## config.mk

```make
export PLATFORM = sky130hd
export DESIGN_NAME = gauss_clt
export DESIGN_NICKNAME = d
export VERILOG_FILES = /design/src/rtl/vae_rng_pkg.sv /design/src/rtl/gauss_clip.sv /design/src/rtl/gauss_clt.sv
export SDC_FILE = /design/constraint.sdc
export NUM_CORES = 1
export LEC_CHECK = 0
export CORE_MARGIN = 5
export CORE_UTILIZATION = 40
export DETAILED_ROUTE_END_ITERATION = 12
export SLEW_MARGIN = 40
export SYNTH_ARGS = -nofsm -noshare
export SYNTH_HDL_FRONTEND = slang
export SYNTH_SLANG_ARGS = --single-unit
```

## constraint.sdc

```tcl
create_clock -name clk -period 6.69 [get_ports clk]
set_clock_uncertainty 0.1 [all_clocks]
set_input_delay 1.338 -clock clk [delete_from_list [all_inputs] [get_ports clk]]
set_output_delay 1.338 -clock clk [all_outputs]
set_load 0.005 [all_outputs]
```

## src/rtl/vae_rng_pkg.sv

```systemverilog
// Shared definitions for the VAE sampler noise path: RNG byte width,
// CLT accumulator state type and the mean-removal offset.
package vae_rng_pkg;

  localparam int unsigned RNG_W = 8;

  typedef enum logic {
    ACC   = 1'b0,
    STALL = 1'b1
  } gauss_state_t;

  // Mean of a sum of 2^n_log2 uniform bytes, rounded down: (255 * 2^n) / 2.
  function automatic int unsigned gauss_offset(input int unsigned n_log2);
    return (32'd255 << n_log2) >> 1;
  endfunction

endpackage

```

## src/rtl/gauss_clip.sv

```systemverilog
// Combinational symmetric saturator: clamps a signed value to [-CLIP, +CLIP].
module gauss_clip #(
  parameter int unsigned OUT_W = 11,
  parameter int unsigned CLIP  = 443
) (
  input  logic signed [OUT_W-1:0] din_i,
  output logic signed [OUT_W-1:0] dout_o
);

  localparam logic signed [OUT_W-1:0] POS_LIM = OUT_W'(CLIP);
  localparam logic signed [OUT_W-1:0] NEG_LIM = -POS_LIM;

  // Clamp against the two limits; in-range values pass unchanged.
  always_comb begin
    dout_o = din_i;
    if (din_i > POS_LIM) begin
      dout_o = POS_LIM;
    end else if (din_i < NEG_LIM) begin
      dout_o = NEG_LIM;
    end
  end

endmodule

```

## src/rtl/gauss_clt.sv

```systemverilog
// Central-limit Gaussian approximation: sums 2^N_LOG2 uniform RNG bytes,
// removes the mean and presents a signed epsilon on a valid/ready port.
// Optional output saturation to +/-CLIP is enabled by defining GAUSS_CLIP_EN.
// The RNG byte input is named rand_i because 'rand' is a reserved word.
module gauss_clt
  import vae_rng_pkg::*;
#(
  parameter int unsigned N_LOG2 = 2,
  parameter int unsigned OUT_W  = 8 + N_LOG2 + 1,
  parameter int unsigned CLIP   = 443
) (
  input  logic                    clk,
  input  logic                    rst,
  input  logic                    en,
  input  logic [RNG_W-1:0]        rand_i,
  output logic signed [OUT_W-1:0] eps,
  output logic                    eps_vld,
  input  logic                    eps_rdy
);

  localparam int unsigned ACC_W = RNG_W + N_LOG2;
  localparam logic [N_LOG2-1:0] CNT_MAX = '1;
  localparam logic [OUT_W-1:0]  OFFSET  = OUT_W'(gauss_offset(N_LOG2));

  // Elaboration-time sanity checks on the configuration.
  if (N_LOG2 < 1 || N_LOG2 > 4) begin : g_bad_nlog2
    $error("gauss_clt: N_LOG2 must be in 1..4");
  end
  if (OUT_W != ACC_W + 1) begin : g_bad_outw
    $error("gauss_clt: OUT_W is derived and must equal 8+N_LOG2+1");
  end
  if (CLIP >= (32'd1 << (OUT_W - 1))) begin : g_bad_clip
    $error("gauss_clt: CLIP not representable in OUT_W signed bits");
  end

  gauss_state_t             state_q, state_d;
  logic [ACC_W-1:0]         acc_q, acc_d;
  logic [N_LOG2-1:0]        cnt_q, cnt_d;
  logic signed [OUT_W-1:0]  eps_q, eps_d;
  logic                     vld_q, vld_d;

  logic [ACC_W-1:0]         sum;
  logic [ACC_W-1:0]         load_src;
  logic signed [OUT_W-1:0]  eps_raw;
  logic signed [OUT_W-1:0]  eps_new;
  logic                     xfer;
  logic                     slot_free;

  // Datapath: running sum, centring subtraction on the zero-extended sum.
  always_comb begin
    sum       = acc_q + ACC_W'(rand_i);
    load_src  = (state_q == STALL) ? acc_q : sum;
    eps_raw   = $signed({1'b0, load_src} - OFFSET);
    xfer      = vld_q & eps_rdy;
    slot_free = ~vld_q | eps_rdy;
  end

`ifdef GAUSS_CLIP_EN
  gauss_clip #(
    .OUT_W (OUT_W),
    .CLIP  (CLIP)
  ) u_clip (
    .din_i  (eps_raw),
    .dout_o (eps_new)
  );
`else
  assign eps_new = eps_raw;
`endif

  // Next-state: accumulate, emit on last sample, park a finished sum in STALL.
  // A parked sum is flushed on eps_rdy even with en low: en only gates sampling.
  always_comb begin
    state_d = state_q;
    acc_d   = acc_q;
    cnt_d   = cnt_q;
    eps_d   = eps_q;
    vld_d   = vld_q;

    if (xfer) begin
      vld_d = 1'b0;
    end

    unique case (state_q)
      ACC: begin
        if (en) begin
          if (cnt_q != CNT_MAX) begin
            acc_d = sum;
            cnt_d = cnt_q + 1'b1;
          end else if (slot_free) begin
            eps_d = eps_new;
            vld_d = 1'b1;
            acc_d = '0;
            cnt_d = '0;
          end else begin
            acc_d   = sum;
            state_d = STALL;
          end
        end
      end
      STALL: begin
        if (eps_rdy) begin
          eps_d   = eps_new;
          vld_d   = 1'b1;
          acc_d   = '0;
          cnt_d   = '0;
          state_d = ACC;
        end
      end
      default: state_d = ACC;
    endcase
  end

  // State and output registers with asynchronous clear.
  always_ff @(posedge clk or posedge rst) begin
    if (rst) begin
      state_q <= ACC;
      acc_q   <= '0;
      cnt_q   <= '0;
      eps_q   <= '0;
      vld_q   <= 1'b0;
    end else begin
      state_q <= state_d;
      acc_q   <= acc_d;
      cnt_q   <= cnt_d;
      eps_q   <= eps_d;
      vld_q   <= vld_d;
    end
  end

  assign eps     = eps_q;
  assign eps_vld = vld_q;

endmodule

```

=== After elaboration in Yosys (flattened, before gate mapping) ===
Index checks and enable logic that the tools add are counted.

* Word-level logic and storage cells: 48
* Register bits after elaboration: 25
* Input port bits: 12
* Output and inout bits: 12

* Equal/unequal tests: 6
* Multiplexer cells: 27
* Bitwise logic cells: 4
* Reduce and logical (&&, ||, !) cells: 3
* $add $sub $neg: 3

{| class="wikitable"
|+ Operator list
! kind !! count
|-
| $mux 10 || 5
|-
| $mux 11 || 4
|-
| $pmux 11 s2 || 1
|-
| $pmux 10 s2 || 1
|-
| $sub 10x9->11 const B || 1
|-
| $add 10x8->10 || 1
|-
| $ne 2x2->1 const B || 5
|-
| $mux 1 || 9
|-
| $mux 2 || 4
|-
| $pmux 1 s2 || 2
|-
| $pmux 2 s2 || 1
|-
| $reduce_and 4->1 || 1
|-
| $ne 3x3->1 const B || 1
|-
| $reduce_and 3->1 || 1
|-
| $add 2x1->2 const B || 1
|-
| $not 1->1 || 2
|-
| $reduce_and 2->1 || 1
|-
| $and 1x1->1 || 1
|-
| $or 1x1->1 || 1
|}

=== Depth between registers and ports, before layout ===
Gate-level depths: netlist of run 1.

* Depth in word-level cells: 7
* Gate-level depth with buffers: 13
* Mapped depth without buffers: 13

=== Worst setup path before layout of run 1 ===
Ideal clock, no wire load.

* Kind: in2reg
* From: input rand_i[0]
* To: register eps_q[7] (netlist: eps[7])
* Slack: 3089 ps
* Arrival: 3370 ps
* Setup time: 131 ps
* Cell stages on the path: 11
* Required time: 6459 ps
* Buffers on the path: 0
* Cells stage by stage: ha_1 inv_1 fa_1 mux2i_1 ha_1 inv_1 a211o_1 o31ai_1 nand2_1 xor2_1 o21ai_1

* Cells in the longest elaborated chain, start to end: 7
* Elaborated cells between the ends (all ways): 8
* Those cells by class: 2 x add/sub; 6 x mux

{| class="wikitable"
|+ RTL lines
! element !! RTL line !! source
|-
| start: declaration || gauss_clt.sv:15 || <nowiki>input logic [RNG_W-1:0] rand_i,</nowiki>
|-
| $add 10x8->10 * || gauss_clt.sv:51 || <nowiki>sum = acc_q + ACC_W'(rand_i);</nowiki>
|-
| $mux 10 * || gauss_clt.sv:52 || <nowiki>load_src = (state_q == STALL) ? acc_q : sum;</nowiki>
|-
| $sub 10x9->11 * || gauss_clt.sv:53 || <nowiki>eps_raw = $signed({1'b0, load_src} - OFFSET);</nowiki>
|-
| $mux 11 || gauss_clt.sv:89 || <nowiki>end else if (slot_free) begin</nowiki>
|-
| $mux 11 || gauss_clt.sv:86 || <nowiki>if (cnt_q != CNT_MAX) begin</nowiki>
|-
| $mux 11 || gauss_clt.sv:85 || <nowiki>if (en) begin</nowiki>
|-
| $pmux 11 s2 * || gauss_clt.sv:83 || <nowiki>unique case (state_q)</nowiki>
|-
| end signal: assignment || gauss_clt.sv:125 || <nowiki>eps_q <= eps_d;</nowiki>
|-
| end: declaration || gauss_clt.sv:39 || <nowiki>logic signed [OUT_W-1:0] eps_q, eps_d;</nowiki>
|}

Every way passes the cells marked *; elsewhere a longest branch is shown, timed or not. The select of a mux whose other input is x is not followed.
A chain may end at the register's enable or synchronous reset.

=== Worst setup path in the final report of run 1 ===
Ends and elaborated chain as after synthesis.

==> out/metrics.csv, run 1 <==
metric,value,unit
ranking of synthesized cells by area,"dfrtp_1 35%, ha_1 6.9%, nand2_1 6.9%",
FMAX,250,MHz
Final period util,0.598,
Synth warnings,0,
via count,1532,
cts bufs inserted,3,
hold crit path type,flip-flop to flip-flop,
Routed WL,4150,µm
first-pass GRT wire length,6960,µm
number of diodes,0,
share of cells above drive strength 1,0.0742,
Placed Area,2080,µm²
Final Setup Violations,0,
Critical Path AT,4.11,ns
drt drc,0,
CP Capture Type,flip-flop,
Initial DRC Count,59,
VDD IR max,0.184,mV
r2r setup slk,3.76,ns
DP HPWL,3140,µm
Die Height,77.2,µm
Total Power,0.000988,W
largest net degree at the start of global routing,27,
Top Ports,24,
PostCTS Resize Cnt,0,
Final Critical Period,4.00,ns
synthesized area,1810,µm²
critical path required time,6.80,ns
global route overflow,0,
Seq cells post-synth,25,
dpl cells,277,
Post-Syn Nets,233,
port bufs,23,
hold_buf cts,0,
Non-Filler Instances,281,
clk root buf,clkbuf_8,
final hold viol count,0,
fin area,2130,µm²
Slew Limit Fails,0,
Static Leak,0.872,nW
Area Overhead vs Synth,17.7,%
clk sinks,25,
Die W,77.2,µm
starting density of the core,0.415,
cells after synthesis,210,
Unique masters post-synth,47,
Bufs on Longest Clock Path,2,
Antenna Nets Post-Route,0,
Final Util,0.488,
PwrDens,465,nW/µm²
most frequent cells in the layout,"33 x nand2_1, 24 x dfrtp_1, 23 x o21ai_0, 23 x clkdlybuf4s50_1, 15 x nor2_1",
Rel. slew slack,0.620,
Worst-Margin Slew,0.570,ns
"Reg clk slew, reported paths",0.09,ns
Final Wtd Congestion,0.795,
CTS tree,built,
worst reg2reg path startpoint,state_q,
Clock Latency Late Sink,0.28,ns
worst-path maximum fanout,3,
"area leader, netlist",dfrtp_1,
vias in the first global route,1439,
Pre-Repair DR Iteration Count,4,
post-synthesis sequential area ratio,0.347,
die area,5960,µm²
row cnt,24,
Core Footprint,4350,µm²
critical path class,primary input to flip-flop,
Routed wire per std cell,14.8,µm
Critical path origin,rand_i[0],
mean number of vias per cell,5.45,
max-capacitance violation count,0,
HP Start,eps[0],
Synth top area share,0.347,
initial antenna violation count,0,
"commonest non-fill, non-tap cell in the layout",nand2_1,
Post-CTS Setup Bufs,0,
Fin Setup TNS,0,ns
H-tree depth,1,
GRT Util Overall,0.141,
syn_area_per_cell,8.60,µm²
Final nets,253,
RSZ-0062 raised after global routing,no,
outcome,"finished, final reports clean",
CP startpoint kind,primary input,
number of fill cells,424,
==> cell families (layout without fill, tap and decap cells) <==
kind of cell               Yosys count  after routing  synth area share
adders and majority gates           11             11            0.0804
xor gates and xnor gates            12             12            0.0582
muxes                                7              7            0.0402
and+or+nand+nor                     74             74             0.191
DFF                                 25             25             0.347
AOI/OAI and AO/OA                   65             65             0.249
buffers and inverters               16             35            0.0346
==> state kept, by name, indices dropped and copies added, names as in the netlist <==
register / cells
acc_q: 10
cnt_q: 2
eps: 11
state_q: 1
eps_vld: 1
==> critical path: stages <==
cell and delay, ns:
clkdlybuf4s50_1 0.46, ha_1 0.19, inv_1 0.06, fa_1 0.46, mux2i_1 0.22, ha_1 0.23
inv_1 0.05, a211o_1 0.26, o31ai_1 0.38, nand2_1 0.15, xor2_1 0.19, o21ai_1 0.11
==> through the flow <==
step,hold slack (ns),worst slack (ns)
final,0.386,2.69
after global routing,0.422,2.44
after CTS,0.393,2.66
after detailed placement,0.370,2.37
after global placement,0.364,2.47
after floorplan,0.366,3.09
==> final timing paths <==
kind,end,cells after the start
worst max-delay path,eps[7],12
worst min-delay path,eps[0],2
worst max register to register,eps[7],9
worst min register to register,eps[0],2
max in group asynchronous,state_q,2
min in group asynchronous,acc_q[8],2
==> where the power goes <==
group          internal [W]   total, W  switching, W  leakage [nW]
sequential         0.000218   0.000275     0.0000577         0.310
clock             0.0000423  0.0000956     0.0000533        0.0217
combinational      0.000292   0.000618      0.000325         0.540
==> synth_stat cells, drive strengths merged <==
library cell	instances
o32a	1
nand2	33
nand4	1
inv	6
nand4b	1
o21a	2
nor3	2
a211o	1
nand2b	6
mux2i	5
nand3b	1
a22oi	1
o211ai	4
o211a	1
a211oi	2
and4b	1
o22ai	2
a32o	2
a2bb2o	1
mux2	2
and2	1
a21oi	13
a21o	1
ha	10
a2111oi	1
a22o	2
buf	3
o21ai	25
xor2	5
a311o	1
or4b	1
nor2	16
clkinv	1
nor2b	2
xnor2	7
fa	1
o31ai	3
dfrtp	25
clkbuf	6
nand3	9
a31oi	2
==> cell type report <==
| cell class | count | area (µm²) | share of cell area |
|---|---|---|---|
| multi-input cells | 169 | 1120 | 0.527 |
| flip-flops and latches | 25 | 627 | 0.295 |
| repair buffers | 24 | 238 | 0.112 |
| well taps | 52 | 65.1 | 0.0306 |
| clock buffers | 3 | 41.3 | 0.0194 |
| inverters | 7 | 26.3 | 0.0124 |
| clock inverters | 1 | 7.51 | 0.00353 |
==> layer usage <==
layer / global-route usage / share of wire / vias to the layer above
li1: - / - / 793
met1: 0.194 / 0.50 / 711
met2: 0.226 / 0.46 / 22
met3: 0.0222 / 0.030 / 6
met4: 0.0412 / 0.016 / 0
met5: 0 / 0 / -
No activity file was read; power rests on OpenSTA's default activity.
==> run 2, diff against run 1 <==
==> constraint.sdc (replaced) <==
create_clock -name clk -period 4 [get_ports clk]
set_clock_uncertainty 0.1 [all_clocks]
set_input_delay 0.8 -clock clk [delete_from_list [all_inputs] [get_ports clk]]
set_output_delay 0.8 -clock clk [all_outputs]
set_load 0.005 [all_outputs]
==> out/metrics.csv, run 2 (synthesis results as in run 1) <==
metric,value,unit,change
outcome,"finished, final reports clean",,unchanged
FMAX,292,MHz,
Fin Setup TNS,0,ns,unchanged
Worst path max stage delay,0.47,ns,was 0.46 ns
Die W,77.2,µm,unchanged
cts bufs inserted,3,,unchanged
"Reg clk slew, reported paths",0.10,ns,was 0.09 ns
end of the worst hold path,eps[0],,unchanged
mean number of vias per cell,5.42,,was 5.45
vias in the first global route,1497,,was 1439
P_int,0.000949,W,was 0.000552 W
CP Capture Type,flip-flop,,unchanged
Final Wtd Congestion,0.797,,was 0.795
max-capacitance violation count,0,,unchanged
met3 GRT Util,0.0211,,was 0.0222
Seq pwr share,0.270,,was 0.279
Routed WL,4170,µm,was 4150 µm
critical path class,primary input to flip-flop,,unchanged
HP Start,eps[0],,unchanged
FF-to-FF End,eps[7],,unchanged
FF+latch area,626,µm²,was 627 µm²
RSZ-0062 raised after global routing,no,,unchanged
CP startpoint kind,primary input,,unchanged
initial antenna violation count,0,,unchanged
Antenna Nets Post-Route,0,,unchanged
final worst-path setup slack,0.580,ns,was 2.69 ns
"slowest stage cell, crit path",fa_1,,was clkdlybuf4s50_1
sum of buffers and inverters on the critical path,3,,unchanged
hold path depth,2,,unchanged
Top Ports,24,,unchanged
combinational power share,0.631,,was 0.625
clk sinks,25,,unchanged
Rel. slew slack,0.632,,was 0.620
Routed wire per std cell,14.5,µm,was 14.8 µm
worst-path maximum fanout,3,,unchanged
Initial DRC Count,47,,was 59
Pre-Repair DR Iteration Count,4,,unchanged
via count,1555,,was 1532
Final Util,0.497,,was 0.488
starting density of the core,0.415,,unchanged
reg2reg path depth,11,,was 9
CP Cell Sequence,clkdlybuf4s50_1 -> ha_1 -> inv_1 -> fa_1 -> mux2i_1 -> ha_1 -> inv_1 -> a211o_1 -> o31ai_1 -> nand2_1 -> xor2_1 -> o21ai_1,,unchanged
drt drc,0,,unchanged
most frequent cells in the layout,"33 x nand2_1, 25 x dfrtp_1, 23 x o21ai_0, 23 x clkdlybuf4s50_1, 15 x nor2_1",,"was 33 x nand2_1, 24 x dfrtp_1, 23 x o21ai_0, 23 x clkdlybuf4s50_1, 15 x nor2_1"
DP HPWL,3190,µm,was 3140 µm
worst reg2reg path startpoint,acc_q[0],,was state_q
first-pass GRT wire length,7190,µm,was 6960 µm
grt met1 use,0.200,,was 0.194
hold_buf cts,0,,unchanged
critical path required time,4.11,ns,was 6.80 ns
Placed Area,2120,µm²,was 2080 µm²
Core Footprint,4350,µm²,unchanged
Bufs on Longest Clock Path,2,,unchanged
Final nets,259,,was 253
Final period util,0.855,,
Clock Latency Late Sink,0.28,ns,about the same
final hold viol count,0,,unchanged
pre-CTS setup slack,0.264,ns,was 2.37 ns
Worst-Margin Slew,0.551,ns,was 0.570 ns
H-tree depth,1,,unchanged
global route overflow,0,,unchanged
busiest grt layer,met2,,unchanged
Psw,0.000734,W,was 0.000436 W
Critical Path AT,3.53,ns,was 4.11 ns
Die Height,77.2,µm,unchanged
number of fill cells,420,,was 424
clock share of power,0.098,,was 0.097
GR Util met2,0.238,,was 0.226
VDD IR max,0.276,mV,was 0.184 mV
hold crit path type,flip-flop to flip-flop,,unchanged
Final Critical Period,3.42,ns,
share of cells above drive strength 1,0.0894,,was 0.0742
Static Leak,0.902,nW,was 0.872 nW
r2r setup slk,1.13,ns,was 3.76 ns
Final Setup Violations,0,,unchanged
max reg flops,11,,unchanged
row cnt,24,,unchanged
switch share,0.436,,was 0.441
PostCTS Resize Cnt,0,,unchanged
"commonest non-fill, non-tap cell in the layout",nand2_1,,unchanged
Area Overhead vs Synth,20.0,%,was 17.7%
clk root buf,clkbuf_8,,unchanged
Slew Limit Fails,0,,unchanged
Post-CTS Setup Bufs,0,,unchanged
die area,5960,µm²,unchanged
fin area,2170,µm²,was 2130 µm²
GRT Util Overall,0.145,,was 0.141
Total Power,0.00168,W,was 0.000988 W
port bufs,23,,unchanged
Worst path top cell family by delay,adder cells,,unchanged
PwrDens,777,nW/µm²,was 465 nW/µm²
Multi-input gate area,1120,µm²,about the same
largest net degree at the start of global routing,26,,was 27
CTS tree,built,,unchanged
number of diodes,0,,unchanged
-- run 2: cell count changes in the layout (fill, tap and decap cells not counted), sizes merged --
cell / change
buf: +6
-- run 2: tightest hold or removal path, cell delays in order, from the launching register on --
cell and delay [ns]:
dfrtp_1 0.35, nand2_1 0.04, o21ai_0 0.06
-- run 2: per-stage QoR --
step | hold slack, ns | instances
2_1_floorplan | 0.366 | 210
4_1_cts | 0.395 | 287
6_report | 0.387 | 287
3_3_place_gp | 0.365 | 283
5_1_grt | 0.416 | 287
3_5_place_dp | 0.370 | 283
-- run 2: layout make-up --
type | count | area share
well taps | 52 | 0.0300
clock buffers | 3 | 0.0191
repair buffers | 30 | 0.131
flip-flops and latches | 25 | 0.289
inverters | 7 | 0.0121
clock inverters | 1 | 0.00347
multi-input cells | 169 | 0.516
-- run 2: worst max-delay path by stage --
stage / from / end / slack, ns / depth (start not counted)
floorplan: rand_i[0] / eps[7] / 0.94 / 11
global placement: rand_i[0] / eps[7] / 0.34 / 12
detailed placement: rand_i[0] / eps[7] / 0.26 / 12
CTS: rand_i[0] / eps[7] / 0.57 / 12
global route: rand_i[0] / eps[9] / 0.34 / 12
finish: rand_i[0] / eps[7] / 0.58 / 12
-- run 2: per-layer routing --
metal,wire length (µm),part of all wire
met3,130,0.031
met2,1960,0.47
met1,2040,0.49
met4,48,0.011
met5,0,0
-- run 2: power by group through the flow --
| stage | clock [W] | sequential [W] | combinational [W] |
|---|---|---|---|
| 5_1_grt | 0.000188 | 0.000471 | 0.00120 |
| 3_5_place_dp | 0 | 0.000462 | 0.00108 |
| 4_1_cts | 0.000174 | 0.000457 | 0.00108 |
| 2_1_floorplan | 0 | 0.000440 | 0.000764 |
| 6_report | 0.000166 | 0.000455 | 0.00106 |
| 3_3_place_gp | 0 | 0.000460 | 0.00107 |
==> RTL edit: new RTL, settings of run 2 <==
The option `GAUSS_CLIP_EN` is turned on by a define.
--- a/src/rtl/gauss_clt.sv
+++ b/src/rtl/gauss_clt.sv
@@ -2,6 +2,8 @@
 // removes the mean and presents a signed epsilon on a valid/ready port.
 // Optional output saturation to +/-CLIP is enabled by defining GAUSS_CLIP_EN.
 // The RNG byte input is named rand_i because 'rand' is a reserved word.
+`define GAUSS_CLIP_EN
+
 module gauss_clt
   import vae_rng_pkg::*;
 #(
Function: changed (Yosys sat finds a counterexample within 10 cycles, from zero or initial values and one cycle with rst high).
==> RTL edit against run 2 <==
Sequential cell count unchanged. Global-route usage grew 2.7 points. Synthesized cell count increased by 9.5%. Cell area increased by 34%. Critical path type unchanged. Wire length up 29%. Synthesized area grew 14%. Count of clock-buffer cells in the layout is the same. Final cell count rose by 28%. Worst setup slack got worse by 0.47 ns. Highest routed layer unchanged.
Power is not compared: it rests on default switching activity, and its combinational part moved more than twofold at a synthesized area within 25%.
==> RTL edit: results (changes against run 2) <==
- Largest register FFs: 11 (unchanged)
- Largest area contributor in the netlist: dfrtp_1
- Total CTS buffers: 3 (unchanged)
- Inserted Diodes: 0 (unchanged)
- Pleak: roughly 0.0013 uW
- Max clock buf depth: 2 (unchanged)
- Wire per inst: 14.6 um (+0.50%)
- Pre-Repair DR Iteration Count: 4 (unchanged)
- Gpl congestion: 0.820 (+3.0%)
- Number of H-tree levels: 1 (unchanged)
- Number of global-route vias before repair: 1955 (+31%)
- Placed wire-length estimate: 4220 um (+32%)
- Initial antenna violation count: 0 (unchanged)
- GR Util All Layers: 0.172 (+0.0274)
- Clk_lat worst skew: 0.27 ns
- Fillcell total: 455 (+8.3%)
- Max VDD drop: 409 uV
- HP Class: reg -> reg
- First-pass GRT wire length: 9070 um (+26%)
- Top delay family on crit path: compound AO/OA/AOI/OAI gates
- Clock slew at reported path FFs: 0.09 ns
- Slowest CP cell: clkdlybuf4s50_1
- Layout cell share with drive strength beyond 1: 0.302 (+0.213)
- CP peak stage delay: 0.40 ns (-0.07 ns)
- Residual DRC: 0 (unchanged)
- Synth cell count leaders: dfrtp_1, nand2_1, nor2_1, o21ai_0, ha_1
- Port Buf Inserts: 23 (unchanged)
- Largest net degree at the start of global routing: 26 (unchanged)
- Top cells by area, synth: dfrtp_1, ha_1, o21ai_0
- Root Driver: clkbuf_8
- Final nets: 326 (+26%)
- Post-synth ARST share: 1.00 (unchanged)
- Main synth FF type: dfrtp_1
- Least-Margin Pin Slew: 0.578 ns (+0.0273 ns)
- Status: complete, no violations
- Seq/Total Area, Yosys: 0.305 (-0.0416)
- Dpl ws: -0.477 ns (-0.741 ns)
- Netlist cell types: 52 (+11%)
- Synthesized net count: 257 (+10%)
- 1st-iter DRT viols: 93 (+98%)
- Vias per cell: 5.35 (-1.2%)
- Synth Warn #: 0 (unchanged)
- Worst-path fanout max: 5 (+2)
-- RTL edit: cell count changes after synthesis, moves of 5 or more --
cell / run 2 / this run
inv_1: 6 / 11
o32a_1: 1 / 7
a21oi_1: 12 / 6
nand3_1: 9 / 4
o21ai_0: 23 / 18
nand2_1: 33 / 24
-- RTL edit: power by group --
group / internal, uW / leakage (uW) / total [uW] / switching, uW
clock: 70.7 / 0.0000217 / 159 / 88.1
sequential: 367 / 0.000304 / 478 / 110
combinational: 1160 / 0.000984 / 2150 / 996
-- RTL edit: final timing paths --
path | startpoint | to | slack [ns] | depth (start not counted)
max in group asynchronous | rst | eps[7] | 2.65 | 2
hold reg to reg | eps[2] | eps[2] | 0.39 | 2
hold / removal | eps[2] | eps[2] | 0.39 | 2
min in group asynchronous | rst | eps[9] | 0.79 | 2
setup reg to reg | acc_q[1] | eps[0] | 0.40 | 12
setup / recovery | rand_i[5] | eps[0] | 0.11 | 13
-- RTL edit: worst reg2reg max path, stage by stage, from the launching register on --
cell and delay [ns]:
dfrtp_1 0.46, ha_1 0.32, a211o_1 0.29, a221o_1 0.40, xor2_2 0.20, a41oi_4 0.28, or2_1 0.17, and2_4 0.15
nand2_1 0.05, a211o_1 0.32, ha_4 0.23, or2_4 0.21, o32a_1 0.33
-- RTL edit: routing by layer --
metal,track usage,vias to the layer above,part of all wire,routed length [um]
met5,0,-,0,0
met4,0.0498,0,0.012,63
met3,0.0110,6,0.030,159
met2,0.296,33,0.48,2560
met1,0.234,938,0.48,2600
li1,-,992,-,-
-- RTL edit: timing repair --
| item | 4_1_cts | 5_1_grt |
|---|---|---|
| pin swaps | 14 | 8 |
| setup buffers | 3 | 1 |
| endpoints found under the setup margin | 11 | 11 |
| resized for setup | 13 | 13 |
| hold buffers | 0 | 0 |
-- RTL edit: final cells by class --
cell class | count | area share
clock buffer | 3 | 0.0142
clock inverter | 1 | 0.00258
inverter | 11 | 0.0142
multi-input combinational | 186 | 0.512
sequential | 25 | 0.215
tap | 70 | 0.0301
timing repair buffer | 72 | 0.211
-- RTL edit: cell families (layout without fill, tap and decap cells) --
family | count (synthesis) | count (layout) | synth area share
and+or+nand+nor | 81 | 81 | 0.195
AOI/OAI and AO/OA | 73 | 73 | 0.283
DFF | 25 | 25 | 0.305
buffers and inverters | 19 | 87 | 0.0390
adders and majority gates | 15 | 15 | 0.0951
xor gates and xnor gates | 11 | 11 | 0.0543
muxes | 6 | 6 | 0.0293
-- RTL edit: per-stage QoR --
step           TNS [ns]  hold WS, ns  cell area (sq um)  utilization  std cells
2_1_floorplan         0        0.367               2100            -        230
3_3_place_gp      -3.85        0.367               2710        0.538        360
3_5_place_dp      -4.25        0.371               2720        0.538        360
4_1_cts               0        0.395               2830        0.562        367
5_1_grt               0        0.427               2910        0.576        368
6_report              0        0.392               2910        0.576        368
